**config.mk**
```make
export PLATFORM = sky130hd
export DESIGN_NAME = regfile_onehot_wr_flat
export DESIGN_NICKNAME = d
export VERILOG_FILES = /design/src/rtl/regfile_pkg.sv /design/src/rtl/regfile_onehot_wr_if.sv /design/src/rtl/regfile_onehot_wr_reg_word.sv /design/src/rtl/regfile_onehot_wr.sv /design/src/flat_wrapper.sv
export SDC_FILE = /design/constraint.sdc
export NUM_CORES = 2
export LEC_CHECK = 0
export BUFFER_PORTS_ARGS = -buffer_cell sky130_fd_sc_hd__buf_2
export CAP_MARGIN = 20
export CORE_MARGIN = 2
export CORE_UTILIZATION = 45
export CTS_CLUSTER_DIAMETER = 80
export DETAILED_ROUTE_END_ITERATION = 10
export GPL_ROUTABILITY_DRIVEN = 0
export GPL_TIMING_DRIVEN = 0
export HOLD_SLACK_MARGIN = 0.05
export SETUP_SLACK_MARGIN = 0.5
export SLEW_MARGIN = 0
export SYNTH_ARGS = -nofsm -noshare
export SYNTH_HDL_FRONTEND = slang
export SYNTH_SLANG_ARGS = --single-unit
```
**constraint.sdc**
```tcl
create_clock -name clk -period 214.6 [get_ports clk]
set_input_delay 42.92 -clock clk [delete_from_list [all_inputs] [get_ports clk]]
set_output_delay 42.92 -clock clk [all_outputs]
set_load 0.02 [all_outputs]
```
**src/rtl/regfile_pkg.sv**
```systemverilog
// Shared defaults and types for the one-hot-write register file.
// The highest register index is the hardwired zero register.
package regfile_pkg;

  localparam int NUM_REGS = 32;
  localparam int DATA_W   = 64;
  localparam int ADDR_W   = $clog2(NUM_REGS);
  localparam int ZERO_REG = NUM_REGS - 1;

  typedef logic [DATA_W-1:0] data_t;

endpackage

```
**src/rtl/regfile_onehot_wr_if.sv**
```systemverilog
// Write/read bus of the register file: decoded write enables, write data,
// two read ports and the sticky malformed-enable flag.
interface regfile_onehot_wr_if
  import regfile_pkg::*;
#(
  parameter int NUM_REGS = regfile_pkg::NUM_REGS,
  parameter int DATA_W   = regfile_pkg::DATA_W,
  parameter int ADDR_W   = regfile_pkg::ADDR_W
);

  logic [NUM_REGS-1:0] wr_onehot;
  logic [DATA_W-1:0]   wr_data;
  logic [ADDR_W-1:0]   rd_addr1;
  logic [ADDR_W-1:0]   rd_addr2;
  logic [DATA_W-1:0]   rd_data1;
  logic [DATA_W-1:0]   rd_data2;
  logic                onehot_err;

  modport master (
    output wr_onehot, wr_data, rd_addr1, rd_addr2,
    input  rd_data1, rd_data2, onehot_err
  );

  modport slave (
    input  wr_onehot, wr_data, rd_addr1, rd_addr2,
    output rd_data1, rd_data2, onehot_err
  );

endinterface

```
**src/rtl/regfile_onehot_wr_reg_word.sv**
```systemverilog
// reg_word: one register of the file, loaded when en is high,
// cleared asynchronously by an active-high reset.
module reg_word #(
  parameter int DATA_W = 64
) (
  input  logic              clk,
  input  logic              reset,
  input  logic              en,
  input  logic [DATA_W-1:0] d,
  output logic [DATA_W-1:0] q
);

  logic [DATA_W-1:0] q_r;

  // Storage flop with load enable.
  always_ff @(posedge clk or posedge reset) begin
    if (reset) begin
      q_r <= '0;
    end else if (en) begin
      q_r <= d;
    end
  end

  assign q = q_r;

endmodule

```
**src/rtl/regfile_onehot_wr.sv**
```systemverilog
// Register file written through a one-hot enable vector, with two
// combinational read ports. Optional write-through bypass: REGFILE_BYPASS_EN.
module regfile_onehot_wr
  import regfile_pkg::*;
#(
  parameter int NUM_REGS = regfile_pkg::NUM_REGS,
  parameter int DATA_W   = regfile_pkg::DATA_W,
  parameter int ADDR_W   = regfile_pkg::ADDR_W
) (
  input  logic               clk,
  input  logic               reset,
  regfile_onehot_wr_if.slave bus
);

  localparam int ZERO_IDX = NUM_REGS - 1;
  localparam logic [ADDR_W:0] ZERO_ADDR = ZERO_IDX[ADDR_W:0];

  logic [NUM_REGS-1:0]             onehot_m1_s;
  logic                            multi_s;
  logic                            single_s;
  logic [NUM_REGS-1:0]             wr_en_s;
  logic [NUM_REGS-1:0][DATA_W-1:0] regs_s;
  logic                            err_r;
  logic [DATA_W-1:0]               rd_data1_s;
  logic [DATA_W-1:0]               rd_data2_s;

  // v & (v-1) is nonzero exactly when two or more bits are set.
  assign onehot_m1_s = bus.wr_onehot - {{(NUM_REGS-1){1'b0}}, 1'b1};
  assign multi_s     = |(bus.wr_onehot & onehot_m1_s);
  assign single_s    = (|bus.wr_onehot) & ~multi_s;
  assign wr_en_s     = bus.wr_onehot & {NUM_REGS{~multi_s}};

  for (genvar i = 0; i < NUM_REGS - 1; i++) begin : g_word
    reg_word #(.DATA_W(DATA_W)) u_word (
      .clk   (clk),
      .reset (reset),
      .en    (wr_en_s[i]),
      .d     (bus.wr_data),
      .q     (regs_s[i])
    );
  end

  assign regs_s[ZERO_IDX] = '0;

  // Sticky flag for a malformed enable vector; only reset clears it.
  always_ff @(posedge clk or posedge reset) begin
    if (reset) begin
      err_r <= 1'b0;
    end else if (multi_s) begin
      err_r <= 1'b1;
    end
  end

  // Read muxes; the zero register and out-of-range indices read as zero.
  always_comb begin
    rd_data1_s = '0;
    rd_data2_s = '0;
    if ({1'b0, bus.rd_addr1} < ZERO_ADDR) begin
`ifdef REGFILE_BYPASS_EN
      if (single_s && bus.wr_onehot[bus.rd_addr1]) begin
        rd_data1_s = bus.wr_data;
      end else begin
        rd_data1_s = regs_s[bus.rd_addr1];
      end
`else
      rd_data1_s = regs_s[bus.rd_addr1];
`endif
    end else begin
      rd_data1_s = '0;
    end
    if ({1'b0, bus.rd_addr2} < ZERO_ADDR) begin
`ifdef REGFILE_BYPASS_EN
      if (single_s && bus.wr_onehot[bus.rd_addr2]) begin
        rd_data2_s = bus.wr_data;
      end else begin
        rd_data2_s = regs_s[bus.rd_addr2];
      end
`else
      rd_data2_s = regs_s[bus.rd_addr2];
`endif
    end else begin
      rd_data2_s = '0;
    end
  end

  assign bus.rd_data1   = rd_data1_s;
  assign bus.rd_data2   = rd_data2_s;
  assign bus.onehot_err = err_r;

endmodule

```
**src/flat_wrapper.sv**
```systemverilog
// flat-port wrapper written by rule: the top's interface ports become plain ports
module regfile_onehot_wr_flat import regfile_pkg::*;
#(
  parameter int NUM_REGS = regfile_pkg::NUM_REGS,
  parameter int DATA_W   = regfile_pkg::DATA_W,
  parameter int ADDR_W   = regfile_pkg::ADDR_W
)
  (clk, reset, bus_wr_onehot, bus_wr_data, bus_rd_addr1, bus_rd_addr2, bus_rd_data1, bus_rd_data2, bus_onehot_err);
  regfile_onehot_wr_if #(.NUM_REGS(NUM_REGS), .DATA_W(DATA_W), .ADDR_W(ADDR_W)) bus_i ();
  input  logic clk;
  input  logic reset;
  input wire logic [$bits(bus_i.wr_onehot)-1:0] bus_wr_onehot;
  input wire logic [$bits(bus_i.wr_data)-1:0] bus_wr_data;
  input wire logic [$bits(bus_i.rd_addr1)-1:0] bus_rd_addr1;
  input wire logic [$bits(bus_i.rd_addr2)-1:0] bus_rd_addr2;
  output wire logic [$bits(bus_i.rd_data1)-1:0] bus_rd_data1;
  output wire logic [$bits(bus_i.rd_data2)-1:0] bus_rd_data2;
  output wire logic [$bits(bus_i.onehot_err)-1:0] bus_onehot_err;
  assign bus_i.wr_onehot = bus_wr_onehot;
  assign bus_i.wr_data = bus_wr_data;
  assign bus_i.rd_addr1 = bus_rd_addr1;
  assign bus_i.rd_addr2 = bus_rd_addr2;
  assign bus_rd_data1 = bus_i.rd_data1;
  assign bus_rd_data2 = bus_i.rd_data2;
  assign bus_onehot_err = bus_i.onehot_err;
  regfile_onehot_wr #(.NUM_REGS(NUM_REGS), .DATA_W(DATA_W), .ADDR_W(ADDR_W)) u_core (.clk(clk), .reset(reset), .bus(bus_i));
endmodule
```
# After elaboration in Yosys (flattened, before gate mapping)
# Index checks and enable logic that the tools add are counted.
[totals]
reg_bits = 1985
out_inout_bits = 129
inputBits = 108
wordCells = 47
[classes]
bitwise_logic = 3
n_addsub = 1
mux = 6
n_reduce_logical = 1
n_lt_le_gt_ge = 4
[ops]
columns = ["cell", "count"]
rows = [
  ["binary-select mux 64 bit (select 5 bit)", 2],
  ["two-way mux 64 bit", 4],
  ["bitwise AND 32 bit", 1],
  ["OR reduction 32 bit", 1],
  ["subtractor 32 x 1 -> 32 bit, second input constant", 1],
  ["bitwise AND 31 bit", 1],
  ["< comparator 5 x 6 -> 1 bit, second input constant", 2],
  ["< comparator 5 bit, second input constant", 2],
  ["inverter 1 bit", 1],
]

# Longest topological paths before layout
[depth]
depth_word = 5
depth_mapped = 11

# By module
# A second synthesis with hierarchy kept.
[unflattened]
cells_unflattened = 6300
hier_area_um2 = 114969.0
[by_module_without_submodules]
columns = ["mod", "area_per_inst_um2", "seq_area_each_um2", "instances", "cells_per_inst"]
rows = [
  ["reg_word", 2682.6, 1601.5, 31, 136],
  ["regfile_onehot_wr", 31809.3, 25.0, 1, 2084],
]

# Worst setup path before layout
# OpenSTA, ideal clock, no wires.
[synth_timing]
path_type = "input-to-output"
start = "input port bus_rd_addr1[0]"
end = "output port bus_rd_data1[0]"
t_required_ns = 171.680
path_stages = 6
t_arrival_ns = 45.364
setup_slack_ns = 126.316
n_path_buf = 3
path_cell_list = "clkbuf_1 -> buf_1 -> buf_1 -> mux4_2 -> mux4_2 -> mux2_2"
[synth_between]
elab_chain_cells = 3
word_cells_on_any_way = 4
classes_between = "order compare: 1; mux: 3"
[synth_rtl]
columns = ["element", "line_no", "text"]
rows = [
  ["from (decl)", "flat_wrapper.sv:14", "input wire logic [$bits(bus_i.rd_addr1)-1:0] bus_rd_addr1;"],
  ["binary-select mux 64 bit (select 5 bit)", "regfile_onehot_wr.sv:66", "rd_data1_s = regs_s[bus.rd_addr1];"],
  ["two-way mux 64 bit (implied by the code)", "regfile_onehot_wr.sv:66", ""],
  ["two-way mux 64 bit (*)", "regfile_onehot_wr.sv:58", "if ({1'b0, bus.rd_addr1} < ZERO_ADDR) begin"],
  ["to (decl)", "flat_wrapper.sv:16", "output wire logic [$bits(bus_i.rd_data1)-1:0] bus_rd_data1;"],
]
# Every way passes the cells marked *; elsewhere a longest branch is shown, timed or not. The select of a mux whose other input is x is not followed.

# Final worst setup path
[layout_timing]
start = "input port bus_rd_addr1[0]"
end = "output port bus_rd_data1[61]"
# Same word-level chain as after synthesis.

==> impl_metrics.csv <==
group,metric,value,unit
run_status,status,"completed",
worst_setup_path,crit_required,171680,ps
routing,viasPerCell,6.57,
clock_tree,cts_root_buf,"clkbuf_16",
worst_setup_path,critPathKind,"primary input to output port",
global_routing,grt_pass1_wl,547,mm
timing,period_share,0.421,
worst_setup_path,cp-start-kind,"primary input",
timing,fin_ws,124190,ps
global_routing,grt_use_met3,0.0752,
yosys,synth_common_cells,"dfrtp_1 (1985), mux2_1 (1840), mux4_2 (1152)",
placed_design,dp_cells,9914,
pwr,ir_drop,0.00700,mV
global_routing,antenna_found_initial,43,
routing,via_count,68085,
floorplanning,chipWidth,489,um
timing,rsz0062_at_grt,"false",
yosys,synth_edf_count,0,
pwr,p_total,0.818,mW
floorplanning,core,233000,um^2
yosys,synth_nets,6542,
routing,drtAntennaViolNets,0,
worst_setup_path,arrival,47490,ps
clock_tree,cts_inserted_buffers,218,
worst_setup_path,cp_max_fo,10,
yosys,synth_ff_type,"dfrtp_1",
pwr,p_sw_frac,0.250,
routing,routed_wl,390,mm
floorplanning,fp.dieH,489,um
clock_tree,cts.sinks,1985,
global_routing,grt-ovfl-total,0,
global_routing,met1_usage,0.439,
pwr,clock_power_share,0.471,
worst_setup_path,cp-end-kind,"output port",
yosys,synth_top_area_cell,"dfrtp_1",
clock_tree,hold_buffers,0,
min_path,min_path_type,"flop to flop",
yosys,synth_top_area_share,0.470,
yosys,yosys.cell_types.count,37,
pwr,switching_power,0.205,mW
yosys,ys_seq_area_frac,0.470,
worst_setup_path,path_delay_family,"buffers and inverters",
timing,drv_slew,0,
floorplanning,rows,177,
worst_setup_path,cp_common_cell,"clkbuf_1",
yosys,syn_area_per_cell,16.4,um^2
run,max-cap-violations,0,
routing,route.detailed.drc,0,
floorplanning,ios,237,
timing,setup_tns,0,ps
worst_setup_path,crit_buf_inv,5,
yosys,synth-seq-cells,1985,
clock_tree,htreeDepth,4,
clock_tree,clk_pin_slew_worst_paths,60,ps
floorplanning,initial_core_util,0.454,
routing,first_pass_iters,5,
pwr,combPwrFrac,0.071,
global_routing,grt_max_degree,128,
yosys,synthCells,6434,
clock_tree,cts_buffer_depth,3,
global_routing,grt_pass1_vias,68965,
timing,tightest_slew,1260,ps
worst_setup_path,path_cells,"clkbuf_1 > clkbuf_1 > nor2b_1 > clkbuf_2 > clkbuf_1 > nand2_1 > o21ai_0 > mux4_2 > mux2_2 > buf_2",
timing,setup_violations,0,
timing,fmax,11.1,MHz
timing,timing.hold.ws,505,ps
clock_tree,cts_resized,0,
cells_and_area,area_growth,14.1,%
timing,skew,0,ps
placed_design,dpl.hpwl,276,mm
yosys,synth_area,106000,um^2
routing,drtIter0Drc,7005,
pwr,power.density,6.78,nW/um^2
yosys,yosysWarnings,0,
routing,wl_per_cell,37.6,um
timing,post-route-min-period,90410,ps
cells_and_area,fin_cells,10367,
global_routing,grt-busiest-layer,"met2",
timing,max_slew_margin,0.158,
placed_design,place_ws,124320,ps
cells_and_area,nFillCells,19303,
placed_design,port-buffer-count,226,
global_routing,grtUsageMet2,0.507,
cells_and_area,final_nets,7127,
pwr,pwr-share-seq,0.458,
pwr,power_leakage,57.6,nW
worst_setup_path,critPathMaxStageDelay,850,ps
clock_tree,cts_tree,"built",
yosys,yosysMostFrequentCell,"dfrtp_1",
yosys,synthTopCellsByArea,"dfrtp_1 (47%), mux4_2 (25%), mux2_1 (20%)",
clock_tree,cts_setup_buffers,0,
floorplanning,die_area,239000,um^2
pwr,internal-power,0.613,mW
timing,hold_viol_final,0,
global_routing,track_usage,0.329,
worst_setup_path,cp_slowest_cell,"clkbuf_1",
cells_and_area,drive_gt1_frac,0.334,
clock_tree,clkLatencyLatePin,870,ps
yosys,synthArstFlopShare,1.00,
## per-stage QoR
step	utilization	instance area, um^2
2_1_floorplan	-	106000
3_3_place_gp	0.475	111000
3_5_place_dp	0.485	113000
4_1_cts	0.516	120000
5_1_grt	0.518	121000
6_report	0.518	121000
## layer usage
layer | wire length, um | part of all wire
met1 | 155000 | 0.40
met2 | 181000 | 0.46
met3 | 32000 | 0.082
met4 | 22700 | 0.058
met5 | 126 | 0.00032
## state kept, by name (all words and copies together), names as in the netlist
signal	cells
u_core.bus.onehot_err	1
u_core.g_word.u_word.q	1984
## cell usage in the layout, fill, tap and decap left out, types with 18 or more instances in the layout
| cell | Yosys | final |
|---|---|---|
| dfrtp_1 | 1985 | 1985 |
| mux2_1 | 1840 | 1840 |
| mux4_2 | 1152 | 1152 |
| clkbuf_1 | 405 | 429 |
| buf_2 | 176 | 416 |
| mux2_2 | 272 | 272 |
| clkbuf_16 | 0 | 222 |
| o21ai_0 | 135 | 135 |
| nand2_1 | 131 | 131 |
| mux2i_1 | 128 | 128 |
| buf_8 | 0 | 97 |
| buf_1 | 101 | 87 |
| clkbuf_8 | 0 | 54 |
| clkbuf_2 | 0 | 40 |
| diode_2 | 0 | 35 |
| clkinv_2 | 0 | 33 |
| buf_16 | 0 | 33 |
| nand3_4 | 27 | 27 |
| buf_4 | 18 | 18 |
## cells by family (layout without fill, tap and decap cells)
| logic type | after synthesis | after routing | synth area share |
|---|---|---|---|
| and+or+nand+nor | 200 | 200 | 0.0118 |
| other | 0 | 35 | 0 |
| AOI/OAI and AO/OA | 153 | 153 | 0.00764 |
| DFF | 1985 | 1985 | 0.470 |
| adders and majority gates | 1 | 1 | 0.0000947 |
| muxes | 3392 | 3392 | 0.483 |
| buffers and inverters | 703 | 1469 | 0.0278 |
## layout make-up
class	count	area, um^2	area share
clock inverters	61	683	0.00566
repair buffers	365	3650	0.0303
well taps	3132	3920	0.0325
clock buffers	340	6540	0.0542
multi-input cells	3746	53100	0.440
diodes	35	87.6	0.000726
inverters	1	11.3	0.0000933
plain buffers	702	3010	0.0249
flip-flops and latches	1985	49700	0.412
## path summary, 6_finish.rpt
kind / from / endpoint / slack [ps] / cells past startpoint
worst min register to register: u_core.g_word[26].u_word.q[60]$_DFFE_PP0P_ / u_core.g_word[26].u_word.q[60]$_DFFE_PP0P_ / 500 / 1
worst max-delay path: bus_rd_addr1[0] / bus_rd_data1[61] / 124190 / 10
worst max register to register: u_core.g_word[15].u_word.q[29]$_DFFE_PP0P_ / u_core.g_word[15].u_word.q[29]$_DFFE_PP0P_ / 213720 / 1
min in group asynchronous: reset / u_core.g_word[26].u_word.q[60]$_DFFE_PP0P_ / 42000 / 2
max in group asynchronous: reset / u_core.g_word[16].u_word.q[25]$_DFFE_PP0P_ / 169000 / 8
worst min-delay path: u_core.g_word[26].u_word.q[60]$_DFFE_PP0P_ / u_core.g_word[26].u_word.q[60]$_DFFE_PP0P_ / 500 / 1
## power by group through the flow
stage	registers, mW	clock network, mW	logic [mW]
after CTS	0.374	0.389	0.0578
after global placement	0.383	0	0.0525
after floorplan	0.383	0	0.0287
after global routing	0.374	0.405	0.0609
after detailed placement	0.381	0	0.0577
final	0.374	0.385	0.0584
Note: power is estimated with default switching activity, not from simulation.
